$ cat config.mk
export PLATFORM = sky130hd
export DESIGN_NAME = simmem_linkedlist_bank
export DESIGN_NICKNAME = d
export VERILOG_FILES = /design/src/rtl/simmem_linkedlist_bank.sv
export SDC_FILE = /design/constraint.sdc
export NUM_CORES = 1
export LEC_CHECK = 0
export ABC_AREA = 1
export CAP_MARGIN = 5
export CELL_PAD_IN_SITES_DETAIL_PLACEMENT = 1
export CELL_PAD_IN_SITES_GLOBAL_PLACEMENT = 1
export CORE_AREA = 2 2 259 261
export CTS_CLUSTER_SIZE = 14
export DETAILED_ROUTE_END_ITERATION = 6
export DIE_AREA = 0 0 261 263
export PLACE_DENSITY = 0.75
export SLEW_MARGIN = 40
export SYNTH_ARGS = -nofsm -noshare
export SYNTH_HDL_FRONTEND = slang
export SYNTH_SLANG_ARGS = --single-unit
$ cat constraint.sdc
create_clock -name clk_i -period 5.02 [get_ports clk_i]
set_input_delay 0.753 -clock clk_i [delete_from_list [all_inputs] [get_ports clk_i]]
set_output_delay 0.753 -clock clk_i [all_outputs]
set_load 0.005 [all_outputs]
$ cat src/rtl/simmem_linkedlist_bank.sv
// ---------------------------------------------------------------------------
// simmem_linkedlist_bank
//
// Shared-storage bank of NumIds independent FIFOs. All IDs draw entries from
// one pool of TotalCapacity slots. Each ID's queue is a singly linked list
// threaded through a next-element RAM. Payloads live in a parallel struct
// RAM. Free slots are tracked in a bit mask, and enqueue always takes the
// lowest-index free slot.
//
// Parameters
//   NumIds        number of per-ID queues (>= 2, power of two)
//   TotalCapacity shared entries across all IDs (>= 2, power of two)
//   DataWidth     payload width in bits
//
// Ports
//   clk_i        single clock; all state updates on the rising edge
//   rst_i        asynchronous active-high reset
//   in_valid_i   enqueue request
//   in_ready_o   at least one slot is free (registered state only)
//   in_id_i      target queue of the enqueue
//   in_data_i    enqueue payload
//   out_id_i     queue selected for release
//   out_valid_o  selected queue is non-empty
//   out_ready_i  consumer takes the head of the selected queue
//   out_data_o   head payload of the selected queue
//   id_count_o   per-ID occupancy, ID 0 in the LSBs
//
// Build option
//   SIMMEM_BANK_OCCUPANCY_EN  when defined, id_count_o carries the live
//                             per-ID counts; otherwise it is tied to zero.
// ---------------------------------------------------------------------------
module simmem_linkedlist_bank #(
    parameter int NumIds        = 4,
    parameter int TotalCapacity = 16,
    parameter int DataWidth     = 32,
    localparam int IdWidth      = $clog2(NumIds),
    localparam int PtrWidth     = $clog2(TotalCapacity),
    localparam int CntWidth     = PtrWidth + 1
) (
    input  logic                         clk_i,
    input  logic                         rst_i,

    input  logic                         in_valid_i,
    output logic                         in_ready_o,
    input  logic [IdWidth-1:0]           in_id_i,
    input  logic [DataWidth-1:0]         in_data_i,

    input  logic [IdWidth-1:0]           out_id_i,
    output logic                         out_valid_o,
    input  logic                         out_ready_i,
    output logic [DataWidth-1:0]         out_data_o,

    output logic [NumIds*CntWidth-1:0]   id_count_o
);

    // -----------------------------------------------------------------------
    // Storage
    // -----------------------------------------------------------------------
    logic [DataWidth-1:0] data_ram [TotalCapacity];
    logic [PtrWidth-1:0]  next_ram [TotalCapacity];

    logic [TotalCapacity-1:0] free_mask;

    logic [PtrWidth-1:0] head  [NumIds];
    logic [PtrWidth-1:0] tail  [NumIds];
    logic [CntWidth-1:0] count [NumIds];

    logic [PtrWidth-1:0] head_next  [NumIds];
    logic [PtrWidth-1:0] tail_next  [NumIds];
    logic [CntWidth-1:0] count_next [NumIds];

    logic [PtrWidth-1:0] alloc_idx;
    logic [PtrWidth-1:0] rel_idx;
    logic                enq_fire;
    logic                rel_fire;
    logic                link_we;
    logic [PtrWidth-1:0] link_addr;

    // -----------------------------------------------------------------------
    // Handshakes
    // -----------------------------------------------------------------------
    // in_ready_o looks only at registered free bits. A slot released this
    // cycle is therefore not allocatable until the next cycle.
    assign in_ready_o  = |free_mask;
    assign enq_fire    = in_valid_i && in_ready_o;

    assign out_valid_o = (count[out_id_i] != '0);
    assign rel_idx     = head[out_id_i];
    assign out_data_o  = data_ram[rel_idx];
    assign rel_fire    = out_valid_o && out_ready_i;

    // -----------------------------------------------------------------------
    // Lowest-index free slot
    // -----------------------------------------------------------------------
    // NOTE: every always_comb output gets a default before any conditional
    // assignment. That way no path leaves it unassigned and no latch is
    // inferred.
    always_comb begin
        alloc_idx = '0;
        // Scanning down lets the lowest set bit overwrite higher ones.
        for (int i = TotalCapacity - 1; i >= 0; i--) begin
            if (free_mask[i]) begin
                alloc_idx = PtrWidth'(i);
            end
        end
    end

    // -----------------------------------------------------------------------
    // Per-ID pointer and count update
    // -----------------------------------------------------------------------
    always_comb begin
        for (int i = 0; i < NumIds; i++) begin
            head_next[i]  = head[i];
            tail_next[i]  = tail[i];
            count_next[i] = count[i];
        end
        link_we   = 1'b0;
        link_addr = tail[in_id_i];

        if (rel_fire) begin
            head_next[out_id_i]  = next_ram[rel_idx];
            count_next[out_id_i] = count[out_id_i] - CntWidth'(1);
        end

        if (enq_fire) begin
            // Build on count_next so that an enqueue and a release on the
            // same ID leave the count unchanged.
            count_next[in_id_i] = count_next[in_id_i] + CntWidth'(1);
            // The queue is empty, or its only entry leaves this cycle. In
            // both cases the new entry becomes both head and tail, and no
            // link needs writing.
            if ((count[in_id_i] == '0) ||
                (rel_fire && (out_id_i == in_id_i) &&
                 (count[in_id_i] == CntWidth'(1)))) begin
                head_next[in_id_i] = alloc_idx;
                tail_next[in_id_i] = alloc_idx;
            end else begin
                tail_next[in_id_i] = alloc_idx;
                link_we            = 1'b1;
            end
        end
    end

    // -----------------------------------------------------------------------
    // Control state
    // -----------------------------------------------------------------------
    // NOTE: sequential state uses non-blocking assignments. All registers
    // therefore sample the pre-edge values and update together, which avoids
    // ordering races between always blocks.
    always_ff @(posedge clk_i or posedge rst_i) begin
        if (rst_i) begin
            free_mask <= '1;
            for (int i = 0; i < NumIds; i++) begin
                head[i]  <= '0;
                tail[i]  <= '0;
                count[i] <= '0;
            end
        end else begin
            // The allocated slot was free and the released head was not, so
            // these two writes never target the same bit.
            if (enq_fire) begin
                free_mask[alloc_idx] <= 1'b0;
            end
            if (rel_fire) begin
                free_mask[rel_idx] <= 1'b1;
            end
            for (int i = 0; i < NumIds; i++) begin
                head[i]  <= head_next[i];
                tail[i]  <= tail_next[i];
                count[i] <= count_next[i];
            end
        end
    end

    // -----------------------------------------------------------------------
    // Payload and link RAMs
    // -----------------------------------------------------------------------
    // NOTE: the RAMs are deliberately left without reset. A slot is only
    // read after an enqueue has written it, so clearing the arrays would add
    // reset fan-out and gain nothing.
    always_ff @(posedge clk_i) begin
        if (enq_fire) begin
            data_ram[alloc_idx] <= in_data_i;
        end
        if (link_we) begin
            next_ram[link_addr] <= alloc_idx;
        end
    end

    // -----------------------------------------------------------------------
    // Occupancy output
    // -----------------------------------------------------------------------
`ifdef SIMMEM_BANK_OCCUPANCY_EN
    always_comb begin
        id_count_o = '0;
        for (int i = 0; i < NumIds; i++) begin
            id_count_o[i*CntWidth +: CntWidth] = count[i];
        end
    end
`else
    assign id_count_o = '0;
`endif

endmodule

# Word level (Yosys, flattened, before mapping)
# Memories as Yosys holds them, arrays and structs flattened.
# Index checks and enable logic that the tools add are counted.
word_totals:
  ff_bits: 68
  ramBits: 576
  out_inout_bits: 54
  word_cells: 105
  mem_count: 2
op_classes:
  addsub: 2
  order_cmp: 8
  n_eq_ne: 2
  n_mux: 61
  n_bitwise: 5
  reduce_logical: 12
memory_table:
  columns: ["name", "depth", "width", "rd", "rd_clocked_by_memory_dff", "wr", "line", "text"]
  rows:
  - ["data_ram", 16, 32, 1, 0, 1, "59", "logic [DataWidth-1:0] data_ram [TotalCapacity];"]
  - ["next_ram", 16, 4, 1, 0, 1, "60", "logic [PtrWidth-1:0] next_ram [TotalCapacity];"]
op_table:
  columns: ["op", "n"]
  rows:
  - ["2-to-1 mux 4 bit", 22]
  - ["2-to-1 mux 16 bit", 5]
  - ["bitwise mux 16 bit", 3]
  - ["bitwise mux 20 bit", 2]
  - ["2-to-1 mux 20 bit", 2]
  - ["2-to-1 mux 5 bit", 8]
  - ["binary-select mux 5 bit (select 2 bit)", 3]
  - ["demux 5 bit (select 2 bit)", 2]
  - ["bitwise AND 16 bit", 1]
  - ["binary-select mux 4 bit (select 2 bit)", 2]
  - ["demux 4 bit (select 2 bit)", 2]
  - ["inverter 16 bit", 1]
  - ["OR 16 bit", 1]
  - ["OR reduction 16 bit", 1]
  - ["less-than comparator 4 x 5 -> 1 bit, second input constant", 2]
  - ["demux 1 bit (select 4 bit)", 2]
  - ["greater-or-equal comparator 4 x 1 -> 1 bit, second input constant", 2]
  - ["logical AND 1 bit", 8]
  - ["2-to-1 mux 1 bit", 8]
  - ["greater-or-equal comparator 3 bit, second input constant", 2]
  - ["less-than comparator 3 x 1 -> 1 bit, second input constant", 2]
  - ["inverter 2 -> 3 bit", 2]
  - ["adder 5 x 1 -> 5 bit, second input constant", 1]
  - ["== test 5 x 1 -> 1 bit, second input constant", 1]
  - ["5 further kinds", 5]

# Longest topological paths before layout
logic_depth:
  depth_word: 25
  mapped_depth: 21
  ltp_nobuf: 19

# Least setup slack after synthesis
# OpenSTA, ideal clock, no wires.
synth_timing:
  path_kind: "input-to-output"
  from: "input out_id_i[1]"
  to: "output out_data_o[29]"
  arrival_time_ps: 2448
  required_time_ps: 4267
  setup_slack_ps: 1819
  stages: 15
  path_buffers: 4
  cell_sequence: "buf_4 nand2_1 inv_2 a22oi_2 nand2_2 inv_2 buf_6 nand2_1 inv_2 buf_2 buf_2 a22oi_1 nand2_1 nand2_1 nand4_1"
synth_via:
  elab_chain_len: 5
synth_lines:
  columns: ["item", "line", "text"]
  rows:
  - ["start: declaration", "48", "input logic [IdWidth-1:0] out_id_i,"]
  - ["inverter 2 -> 3 bit (implied by the code)", "88", "assign rel_idx = head[out_id_i];"]
  - ["binary-select mux 4 bit (select 2 bit)", "88", null]
  - ["2-to-1 mux 4 bit (implied by the code) (2 in series)", "88", null]
  - ["memory (16 x 32 bit)", null, null]
  - ["end: declaration", "51", "output logic [DataWidth-1:0] out_data_o,"]
# Every way passes these cells. The select of a mux whose other input is x is not followed.

# Worst setup path in the final report
layout_timing:
  from: "input out_id_i[1]"
  to: "output out_data_o[4]"
# The elaborated chain is that of the path after synthesis.

==> impl_metrics.py <==
metrics = {
    "synth": {
        "synth_compound_area_share_pct": 9.463,
        "ys_seq_area_share_pct": 73.05,
        "synth.area.mux_share_pct": 0,
        "synth_top_cell_area_share_pct": 66.44,
        "synth_top_family_by_area": "simple AND/OR/NAND/NOR gates",
        "async_reset_ff_share_pct": 10.56,
        "synthAdderAreaFrac_pct": 0.09612,
        "avgSynthCellArea_sq_um": 12.64,
        "synth_most_common_cell": "nand2_1",
        "ys_ff_latch": 644,
        "ys_warn_count": 0,
        "ys_top_cells_by_count": "nand2_1, edfxtp_1, a22oi_1",
        "synth_cells": 2059,
        "synthSimpleGateAreaFrac_pct": 13.56,
        "synthXorXnorAreaFrac_pct": 0.06248,
        "synth_area_sq_um": 26030,
        "synthFlopType": "edfxtp_1",
        "synthTopCellsByArea": "edfxtp_1, nand2_1, a22oi_1, dfrtp_1, dfstp_2",
        "synth-edff-count": 576,
        "synth.largest_area_cell": "edfxtp_1",
        "synth_cell_types": 41,
    },
    "worst_setup_path": {
        "cp-end-kind": "output pin",
        "path_delay_family": "buffers and inverters",
        "reg2reg_from": "free_mask[14]$_DFF_PP1_",
        "path_buf_inv": 4,
        "max_stage_delay_ns": 0.73,
        "r2r_cells": 14,
        "crit_required_ns": 4.27,
        "cp.arrival_ns": 4.07,
        "cp.depth": 14,
        "path_max_fanout": 35,
        "r2r_slack_ns": 1.43,
        "crit_path_top_delay_cell": "clkdlybuf4s50_1",
        "start_kind": "input port",
        "crit_top_cell": "nand2_1",
        "r2r_end": "data_ram[0][3]$_DFFE_PP_",
        "crit_path_cell_trace": "clkdlybuf4s50_1, nor2_4, nand2_1, nand2_1, a21oi_1, o21ai_1, buf_4, nor2_4, buf_4, a22oi_1, nand2_1, nand2_1, nand4_1, clkdlybuf4s50_1",
        "crit_type": "in -> out",
    },
    "placed_design": {
        "post-dp-hpwl_um": 43630,
        "routabilityCongestion": 0.9054,
        "portBuffers": 73,
        "placed_area_sq_um": 28030,
    },
    "route": {
        "avgViaCountPerCell": 5.680,
        "drcViolationCount": 0,
        "wirelength_um": 75810,
        "first_pass_iters": 5,
        "ant_nets": 0,
        "drtIter0Drc": 1838,
        "routedWlPerCell_um": 24.65,
        "vias": 17470,
    },
    "global_routing": {
        "grt_use_met1_pct": 28.79,
        "grt_antenna_before_repair": 4,
        "top_usage_layer": "met2",
        "grtUsageMet2_pct": 36.58,
        "grt_pass1_vias": 18660,
        "grt_first_pass_wirelength_um": 113400,
        "grt_use_total_pct": 21.95,
        "grt_overflow": 0,
        "grt_max_degree": 66,
        "gr-usage-met3_pct": 3.351,
    },
    "clock_network": {
        "cts.clk_slew.worst_paths_ns": 0.05,
        "post_cts.repair.setup_buffers": 0,
        "postCtsHoldBufs": 0,
        "cts_sinks": 644,
        "cts_root_buffer": "clkbuf_16",
        "clockBufferDepth": 3,
        "cts_buffers": 66,
        "clkLatencyLatePin_ns": 0.62,
        "cts_tree": "done",
        "cts.htree.levels": 3,
    },
    "run": {
        "maxCapViolations": 0,
    },
    "min_path": {
        "hold_class": "reg -> reg",
        "min_to": "free_mask[1]$_DFF_PP1_",
        "min_from": "free_mask[1]$_DFF_PP1_",
        "holdPathStages": 2,
    },
    "floorplanning": {
        "dieHeight_um": 263,
        "start_util_pct": 39.67,
        "num_rows": 94,
        "dieArea_sq_um": 68640,
        "core_area_sq_um": 65630,
        "ios": 94,
        "fp.dieW_um": 261,
    },
    "cells_and_area": {
        "final_nets": 2201,
        "layout-drive-gt1-share_pct": 9.864,
        "postLayoutCellArea_sq_um": 30100,
        "areaGrowthSynthToFinish_pct": 15.61,
        "nFillCells": 6781,
    },
    "run_status": {
        "outcome": "completed",
    },
    "power_and_ir_drop": {
        "irDropWorstVdd_mv": 0.3412,
        "p_per_area_nw_per_um2": 568.3,
        "cellLeakagePower_nw": 10.95,
    },
    "timing": {
        "worstMarginPinSlew_ns": 0.7968,
        "period_share_pct": 95.99,
        "slew_headroom_pct": 46.88,
        "fmax_mhz": 207.5,
        "slew_violations": 0,
        "hold_violations": 0,
        "rsz0062_at_grt": "false",
        "tns_ns": 0,
        "min_period_ns": 4.819,
        "setup_viol_count_final": 0,
        "clock_skew_ns": 0.03100,
    },
}
cell type report:
cell class	instances	area (sq um)	share of cell area, %
Sequential cell	644	19020	63.19
Multi-Input combinational cell	1219	6170	20.50
Clock buffer	92	1812	6.020
Timing Repair Buffer	130	1384	4.598
Tap cell	864	1081	3.592
Inverter	98	384.1	1.276
Clock inverter	27	245.2	0.8148
Antenna cell	1	2.502	0.008315
repair_timing:
item,4_1_cts,5_1_grt
hold endpoints to repair,0,0
setup endpoints to repair,0,15
gates resized for setup,0,2
power by group:
part	switching [mW]	internal [mW]	total (mW)
clock network	2.08	2.70	4.78
registers	0.267	6.72	6.98
logic	3.52	1.82	5.34
total	5.87	11.2	17.1
logic make-up (layout without fill, tap and decap cells):
| family | after synthesis | in the layout |
|---|---|---|
| compound gates | 352 | 352 |
| xor+xnor | 1 | 1 |
| fa+ha+maj | 2 | 2 |
| buf+inv | 215 | 347 |
| flops | 644 | 644 |
| other cells | 1 | 21 |
| simple gates | 844 | 844 |
stage by stage:
stage | util, % | setup slack, ns | instances | power [mW] | hold slack (ns)
2_1_floorplan | - | 1.819 | 2078 | 9.923 | 0.4463
3_3_place_gp | 42.68 | 0.1507 | 2955 | 12.14 | 0.4612
3_5_place_dp | 42.71 | 0.1338 | 2955 | 12.37 | 0.4717
4_1_cts | 45.85 | 0.09495 | 3074 | 17.16 | 0.4806
5_1_grt | 45.86 | 0.007384 | 3075 | 17.85 | 0.5008
6_report | 45.86 | 0.2013 | 3075 | 17.10 | 0.4786
metal layers:
metal / wire (um) / share of wire [%]
met5: 24 / 0.032
met4: 2360 / 3.1
met3: 4803 / 6.3
met2: 37660 / 50
met1: 30960 / 41
cells in the final DEF, fill, tap and decap left out, drive strengths merged:
cell type	count
nand2	595
edfxtp	576
a22oi	264
inv	100
nor2	99
clkbuf	92
nand3	84
clkdlybuf4s50	73
o21ai	63
buf	57
nand4	53
dfrtp	52
clkinv	22
conb	20
dfstp	16
a21oi	11
o22ai	6
nor3	4
and2	4
nor4	3
a31oi	3
bufinv	3
ha	2
a221oi	2
diode	1
or2	1
o21a	1
xnor2	1
a32o	1
a22o	1
and3	1
flip-flops by register name (all words and copies together), names as in the netlist:
signal,count
data_ram,512
next_ram,64
head,16
free_mask,16
count,20
tail,16
worst max-delay path by stage:
stage / to / slack [ns] / start
after floorplan: out_data_o[29] / 1.82 / out_id_i[1]
after global placement: out_data_o[1] / 0.15 / out_id_i[1]
after detailed placement: out_data_o[1] / 0.13 / out_id_i[1]
after CTS: out_data_o[3] / 0.09 / out_id_i[1]
after global routing: out_data_o[4] / 0.007 / out_id_i[1]
final: out_data_o[4] / 0.20 / out_id_i[1]
worst min-delay path, cell delays in order, from the launching register on:
cell	delay, ns
dfstp_2	0.37
nand2_1	0.06
nand2_1	0.05
(Power assumes the default switching activity.)
